===== src/rtl/pipe_chain.sv =====
// Valid/allowin pipeline chain with per-stage flush, late result
// update and youngest-first forwarding queries.
module pipe_chain #(
   parameter int NSTG   = 4,
   parameter int PAY_W  = 64,
   parameter int DATA_W = 32,
   parameter int REG_W  = 5,
   parameter int NRD    = 2
) (
   input  logic                   clk,
   input  logic                   reset,
   input  logic                   in_valid,
   output logic                   in_allowin,
   input  logic [PAY_W-1:0]       in_payload,
   input  logic                   in_rf_we,
   input  logic [REG_W-1:0]       in_dest,
   input  logic [DATA_W-1:0]      in_result,
   input  logic                   in_result_ok,
   input  logic [NSTG-1:0]        stg_ready,
   input  logic [NSTG-1:0]        flush,
   input  logic [NSTG-1:0]        upd_valid,
   input  logic [NSTG*DATA_W-1:0] upd_result,
   output logic                   out_valid,
   input  logic                   out_allowin,
   output logic [PAY_W-1:0]       out_payload,
   output logic                   out_rf_we,
   output logic [REG_W-1:0]       out_dest,
   output logic [DATA_W-1:0]      out_result,
   input  logic [NRD*REG_W-1:0]   q_reg,
   output logic [NRD-1:0]         q_hit,
   output logic [NRD-1:0]         q_stall,
   output logic [NRD*DATA_W-1:0]  q_data
);

   logic [NSTG-1:0]   r_valid;
   logic [NSTG-1:0]   r_we;
   logic [NSTG-1:0]   r_ok;
   logic [PAY_W-1:0]  r_pay  [NSTG];
   logic [REG_W-1:0]  r_dest [NSTG];
   logic [DATA_W-1:0] r_res  [NSTG];

   logic [NSTG:0]     w_allow;
   logic [NSTG-1:0]   w_kill;
   logic [NSTG-1:0]   w_send;
   logic [NSTG-1:0]   w_recv;
   logic [NSTG-1:0]   w_upd;
   logic [NSTG-1:0]   w_ok;
   logic [DATA_W-1:0] w_res  [NSTG];
   logic [NSTG-1:0]   w_src_we;
   logic [NSTG-1:0]   w_src_ok;
   logic [PAY_W-1:0]  w_src_pay  [NSTG];
   logic [REG_W-1:0]  w_src_dest [NSTG];
   logic [DATA_W-1:0] w_src_res  [NSTG];

   // Backpressure ripples from the output back; kill covers every stage at or below a flush bit.
   always_comb begin
      logic a;
      logic k;
      a = out_allowin;
      k = 1'b0;
      w_allow = '0;
      w_kill  = '0;
      w_allow[NSTG] = out_allowin;
      for (int i = NSTG-1; i >= 0; i--) begin
         a = !r_valid[i] || (stg_ready[i] && a);
         w_allow[i] = a;
         k = k | flush[i];
         w_kill[i] = k;
      end
   end

   // Late result write merged in front of the registers so a moving item carries it.
   always_comb begin
      w_upd = '0;
      w_ok  = '0;
      for (int i = 0; i < NSTG; i++) begin
         w_upd[i] = upd_valid[i] && r_valid[i];
         w_res[i] = w_upd[i] ? upd_result[i*DATA_W +: DATA_W] : r_res[i];
         w_ok[i]  = r_ok[i] | w_upd[i];
      end
   end

   // Per-stage send/receive; an item leaving a killed stage is not received downstream.
   always_comb begin
      w_send = '0;
      w_recv = '0;
      for (int i = 0; i < NSTG; i++)
         w_send[i] = r_valid[i] && stg_ready[i] && w_allow[i+1];
      w_recv[0] = in_valid && w_allow[0] && !(|flush);
      for (int i = 1; i < NSTG; i++)
         w_recv[i] = w_send[i-1] && !w_kill[i-1];
   end

   // Source of the contents loaded into each stage: upstream input or previous stage.
   always_comb begin
      w_src_we  = '0;
      w_src_ok  = '0;
      w_src_pay[0]  = in_payload;
      w_src_dest[0] = in_dest;
      w_src_res[0]  = in_result;
      w_src_we[0]   = in_rf_we;
      w_src_ok[0]   = in_result_ok;
      for (int i = 1; i < NSTG; i++) begin
         w_src_pay[i]  = r_pay[i-1];
         w_src_dest[i] = r_dest[i-1];
         w_src_res[i]  = w_res[i-1];
         w_src_we[i]   = r_we[i-1];
         w_src_ok[i]   = w_ok[i-1];
      end
   end

   // Stage registers: kill beats load, load beats drain, idle stage absorbs updates.
   always_ff @(posedge clk or posedge reset) begin
      if (reset) begin
         r_valid <= '0;
         r_we    <= '0;
         r_ok    <= '0;
         for (int i = 0; i < NSTG; i++) begin
            r_pay[i]  <= '0;
            r_dest[i] <= '0;
            r_res[i]  <= '0;
         end
      end else begin
         for (int i = 0; i < NSTG; i++) begin
            if (w_kill[i]) begin
               r_valid[i] <= 1'b0;
            end else if (w_recv[i]) begin
               r_valid[i] <= 1'b1;
               r_pay[i]   <= w_src_pay[i];
               r_dest[i]  <= w_src_dest[i];
               r_res[i]   <= w_src_res[i];
               r_we[i]    <= w_src_we[i];
               r_ok[i]    <= w_src_ok[i];
            end else begin
               if (w_send[i])
                  r_valid[i] <= 1'b0;
               r_res[i] <= w_res[i];
               r_ok[i]  <= w_ok[i];
            end
         end
      end
   end

   assign in_allowin  = w_allow[0];
   assign out_valid   = r_valid[NSTG-1] && stg_ready[NSTG-1];
   assign out_payload = r_pay[NSTG-1];
   assign out_rf_we   = r_we[NSTG-1];
   assign out_dest    = r_dest[NSTG-1];
   assign out_result  = w_res[NSTG-1];

   // Forwarding lookup; scanning oldest to youngest lets the youngest match win.
   always_comb begin
      logic [REG_W-1:0] qr;
      qr      = '0;
      q_hit   = '0;
      q_stall = '0;
      q_data  = '0;
      for (int n = 0; n < NRD; n++) begin
         qr = q_reg[n*REG_W +: REG_W];
         if (qr != '0) begin
            for (int i = NSTG-1; i >= 0; i--) begin
               if (r_valid[i] && r_we[i] && (r_dest[i] == qr)) begin
                  q_hit[n]   = 1'b1;
                  q_stall[n] = !r_ok[i];
                  q_data[n*DATA_W +: DATA_W] = r_res[i];
               end
            end
         end
      end
   end

endmodule

===== config.mk =====
export PLATFORM = sky130hd
export DESIGN_NAME = pipe_chain
export DESIGN_NICKNAME = d
export VERILOG_FILES = /design/src/rtl/pipe_chain.sv
export SDC_FILE = /design/constraint.sdc
export NUM_CORES = 1
export LEC_CHECK = 0
export BUFFER_PORTS_ARGS = -buffer_cell sky130_fd_sc_hd__buf_2
export CORE_MARGIN = 5
export CORE_UTILIZATION = 41
export CTS_CLUSTER_DIAMETER = 60
export DETAILED_ROUTE_END_ITERATION = 10
export GPL_TIMING_DRIVEN = 0
export PLACE_DENSITY = 0.71
export SLEW_MARGIN = 40
export SYNTH_ARGS = -nofsm -noshare
export SYNTH_HDL_FRONTEND = slang
export SYNTH_SLANG_ARGS = --single-unit

===== constraint.sdc =====
create_clock -name clk -period 15.2 [get_ports clk]
set_input_delay 3.04 -clock clk [delete_from_list [all_inputs] [get_ports clk]]
set_output_delay 3.04 -clock clk [all_outputs]
set_load 0.1 [all_outputs]

==> reports/results.ini <==
[route]
wl_per_cell_um=27.30
drt_iter0_markers=2228
wl_met2_mm=41.67
maxUsedRoutingLayer=met5
wl_met3_mm=9.718
wl_met1_mm=35.26
drt_pass1_iterations=6
routed_wl_mm=91.89
vias=19976
via_per_inst=5.935
drc_errors=0
ant_nets=0

[grt]
grt_pass1_vias=20264
grt_max_degree=87
grt_antenna_before_repair=18
overflow=0
track_usage_pct=30.37
grt_pass1_wl_mm=132.3

[die]
row_count=84
die_area_mm2=0.05832
num_io_pins=429
core_mm2=0.05287
die_w_um=241.5
die_y_um=241.5
initial_core_util_pct=41.56

[clock_network]
clkTransAtPathRegs_ns=0.06
tritoncts=yes
cts_max_level=2
clk_path_buf_depth=3
cts_resized=0
cts.sinks=416
hold_buffers=0
post_cts_buffers=0
clk_latency_ns=0.61
clockRootBuffer=clkbuf_16
cts_buffers=51

[synthesis]
syn_inst=2157
ys_ff_latch=416
seq_area_frac_synth_pct=47.38
synth_area_per_cell_um2=10.19
synth_area_leaders=dfrtp_1, mux2_2, nand2_1
yosys_warnings=0
synth_top_cell_area_share_pct=47.38
syn-num-nets=2414
syn-cell-area_mm2=0.02197
synth_top_area_cell=dfrtp_1
ys_types=49

[sta]
period_minus_slack_ns=9.650
report.final.slew_viol_count=0
skew_ns=0.02245
fmaxAchievable_mhz=103.6
worst_hold_slack_ns=0.4603
fin_crit_sh_pct=63.49
setup_tns_ns=0
worst_pin_slew_ns=0.9382
setup_viol=0
slew_headroom_pct=36.93
hold_violations=0
rsz0062_at_grt=no

[worst_setup_path]
cp-end-kind=primary output
critPathArrivalTime_ns=6.61
crit_fanout=10
start_kind=input pin
path_class=input pin to primary output
required_ns=12.16

[job]
max_cap_viol_count=0

[place]
dpl_cell_area_mm2=0.02516
routabilityCongestion=1.002
io_buffer_count=418
dp.cells=3270
detailed_place_hpwl_mm=68.69

[power_and_ir_drop]
ir_worst_vdd_mv=0.08869
total_leakage_power_nw=13.71
pwr_density_cell_mw_per_mm2=100.8

[cells_and_area]
instances_no_fill=3366
area_growth_syn_to_layout_pct=22.43
multi_input_area_mm2=0.01025
drive_above_1_share_pct=33.00
seqCellArea_mm2=0.01041
fin_nets=2893
fin_util_pct=50.88
stdcell_area_mm2=0.02690
fillCellCount=4815

[status]
outcome=finished, final reports clean

[min_path]
hold_path.class=flip-flop to flip-flop

[logic make-up (layout without fill, tap and decap cells)]
logic type / Yosys count / count (layout) / share of synthesized area (%)
muxes: 359 / 359 / 18.13
DFF: 416 / 416 / 47.38
other: 0 / 2 / 0
xor gates and xnor gates: 40 / 40 / 1.595
buffers and inverters: 272 / 791 / 6.162
and+or+nand+nor: 598 / 598 / 12.06
AOI/OAI and AO/OA: 472 / 472 / 14.67
[synthesized netlist by cell type (all sizes together)]
library cell	count
nand4	6
mux2i	101
nand3	9
o2bb2ai	2
or3	2
xnor2	23
nor3	40
a21o	3
o31ai	8
and2	12
a31o	1
xor2	17
a221oi	2
o2111ai	2
a221o	64
nor3b	2
buf	121
a21oi	136
clkbuf	141
o21ai	81
a22oi	1
a31oi	2
mux2	258
and3	66
inv	10
dfrtp	416
or3b	1
nor4	36
o221ai	38
o211ai	64
o221a	1
a21boi	66
nor2	84
a211o	1
nand2	337
or2	3
[sequential cells by signal, indices dropped and copies added, names as in the netlist]
name,flops
r_pay,192
r_res,128
out_dest,5
r_we,4
out_payload,64
r_ok,4
r_dest,15
r_valid,4
[final timing paths]
check	from	end	slack, ns	depth (start not counted)
worst max-delay path	q_reg[4]	q_stall[0]	5.55	8
worst min-delay path	r_pay[98]$_DFFE_PP0P_	out_payload[34]$_DFFE_PP0P_	0.46	2
worst max register to register	r_valid[3]$_DFFE_PP0P_	r_res[32]$_DFFE_PP0N_	11.31	7
worst min register to register	r_pay[98]$_DFFE_PP0P_	out_payload[34]$_DFFE_PP0P_	0.46	2
max in group asynchronous	reset	r_res[114]$_DFFE_PP0N_	11.44	5
min in group asynchronous	reset	r_pay[230]$_DFFE_PP0P_	2.39	2
[per-stage QoR]
step	setup slack [ns]	total power [W]
3_5_place_dp	5.770	0.001472
4_1_cts	5.761	0.002730
2_1_floorplan	0.5819	0.001361
3_3_place_gp	-3.941	0.001456
5_1_grt	5.582	0.002805
6_report	5.550	0.002711
[metal layers]
metal | GRT usage, % | vias to the layer above
li1 | - | 8660
met4 | 13.75 | 28
met1 | 38.09 | 9869
met3 | 9.643 | 281
met2 | 48.29 | 1138
met5 | 0 | -
[report_power, final]
part           internal [W]  leakage, nW  switching [W]
sequential          0.00118         5.65      0.0000568
combinational      0.000101         7.22       0.000121
clock              0.000737        0.841       0.000519
total               0.00201         13.7       0.000696
[final cells by class]
class	count	area share (%)
clock inverters	28	1.298
diodes	2	0.01861
clock buffers	65	5.126
repair buffers	426	8.452
flip-flops and latches	416	38.70
inverters	10	0.1675
plain buffers	262	4.940
multi-input cells	1469	38.09
well taps	688	3.200
[cells in the final DEF, fill, tap and decap left out, drive strengths merged, types with 5 or more instances in the layout]
| cell | Yosys | routed |
|---|---|---|
| o221ai | 38 | 38 |
| clkinv | 0 | 12 |
| xor2 | 17 | 17 |
| mux2i | 101 | 101 |
| nor2 | 84 | 84 |
| buf | 121 | 547 |
| clkbuf | 141 | 206 |
| a21oi | 136 | 136 |
| nand4 | 6 | 6 |
| xnor2 | 23 | 23 |
| a21boi | 66 | 66 |
| nor4 | 36 | 36 |
| mux2 | 258 | 258 |
| and2 | 12 | 12 |
| o21ai | 81 | 81 |
| a221o | 64 | 64 |
| nand3 | 9 | 9 |
| bufinv | 0 | 5 |
| o31ai | 8 | 8 |
| inv | 10 | 17 |
| dfrtp | 416 | 416 |
| o211ai | 64 | 64 |
| nor3 | 40 | 40 |
| and3 | 66 | 66 |
| nand2 | 337 | 337 |
[critical path: stages]
cell       delay, ns
clkbuf_1        0.26
xor2_1          0.13
nor4_2          0.84
buf_2           0.40
o2bb2ai_1       0.43
o2111ai_1       0.23
a221oi_1        0.71
buf_2           0.56
Power figures use the tool's default switching activity.
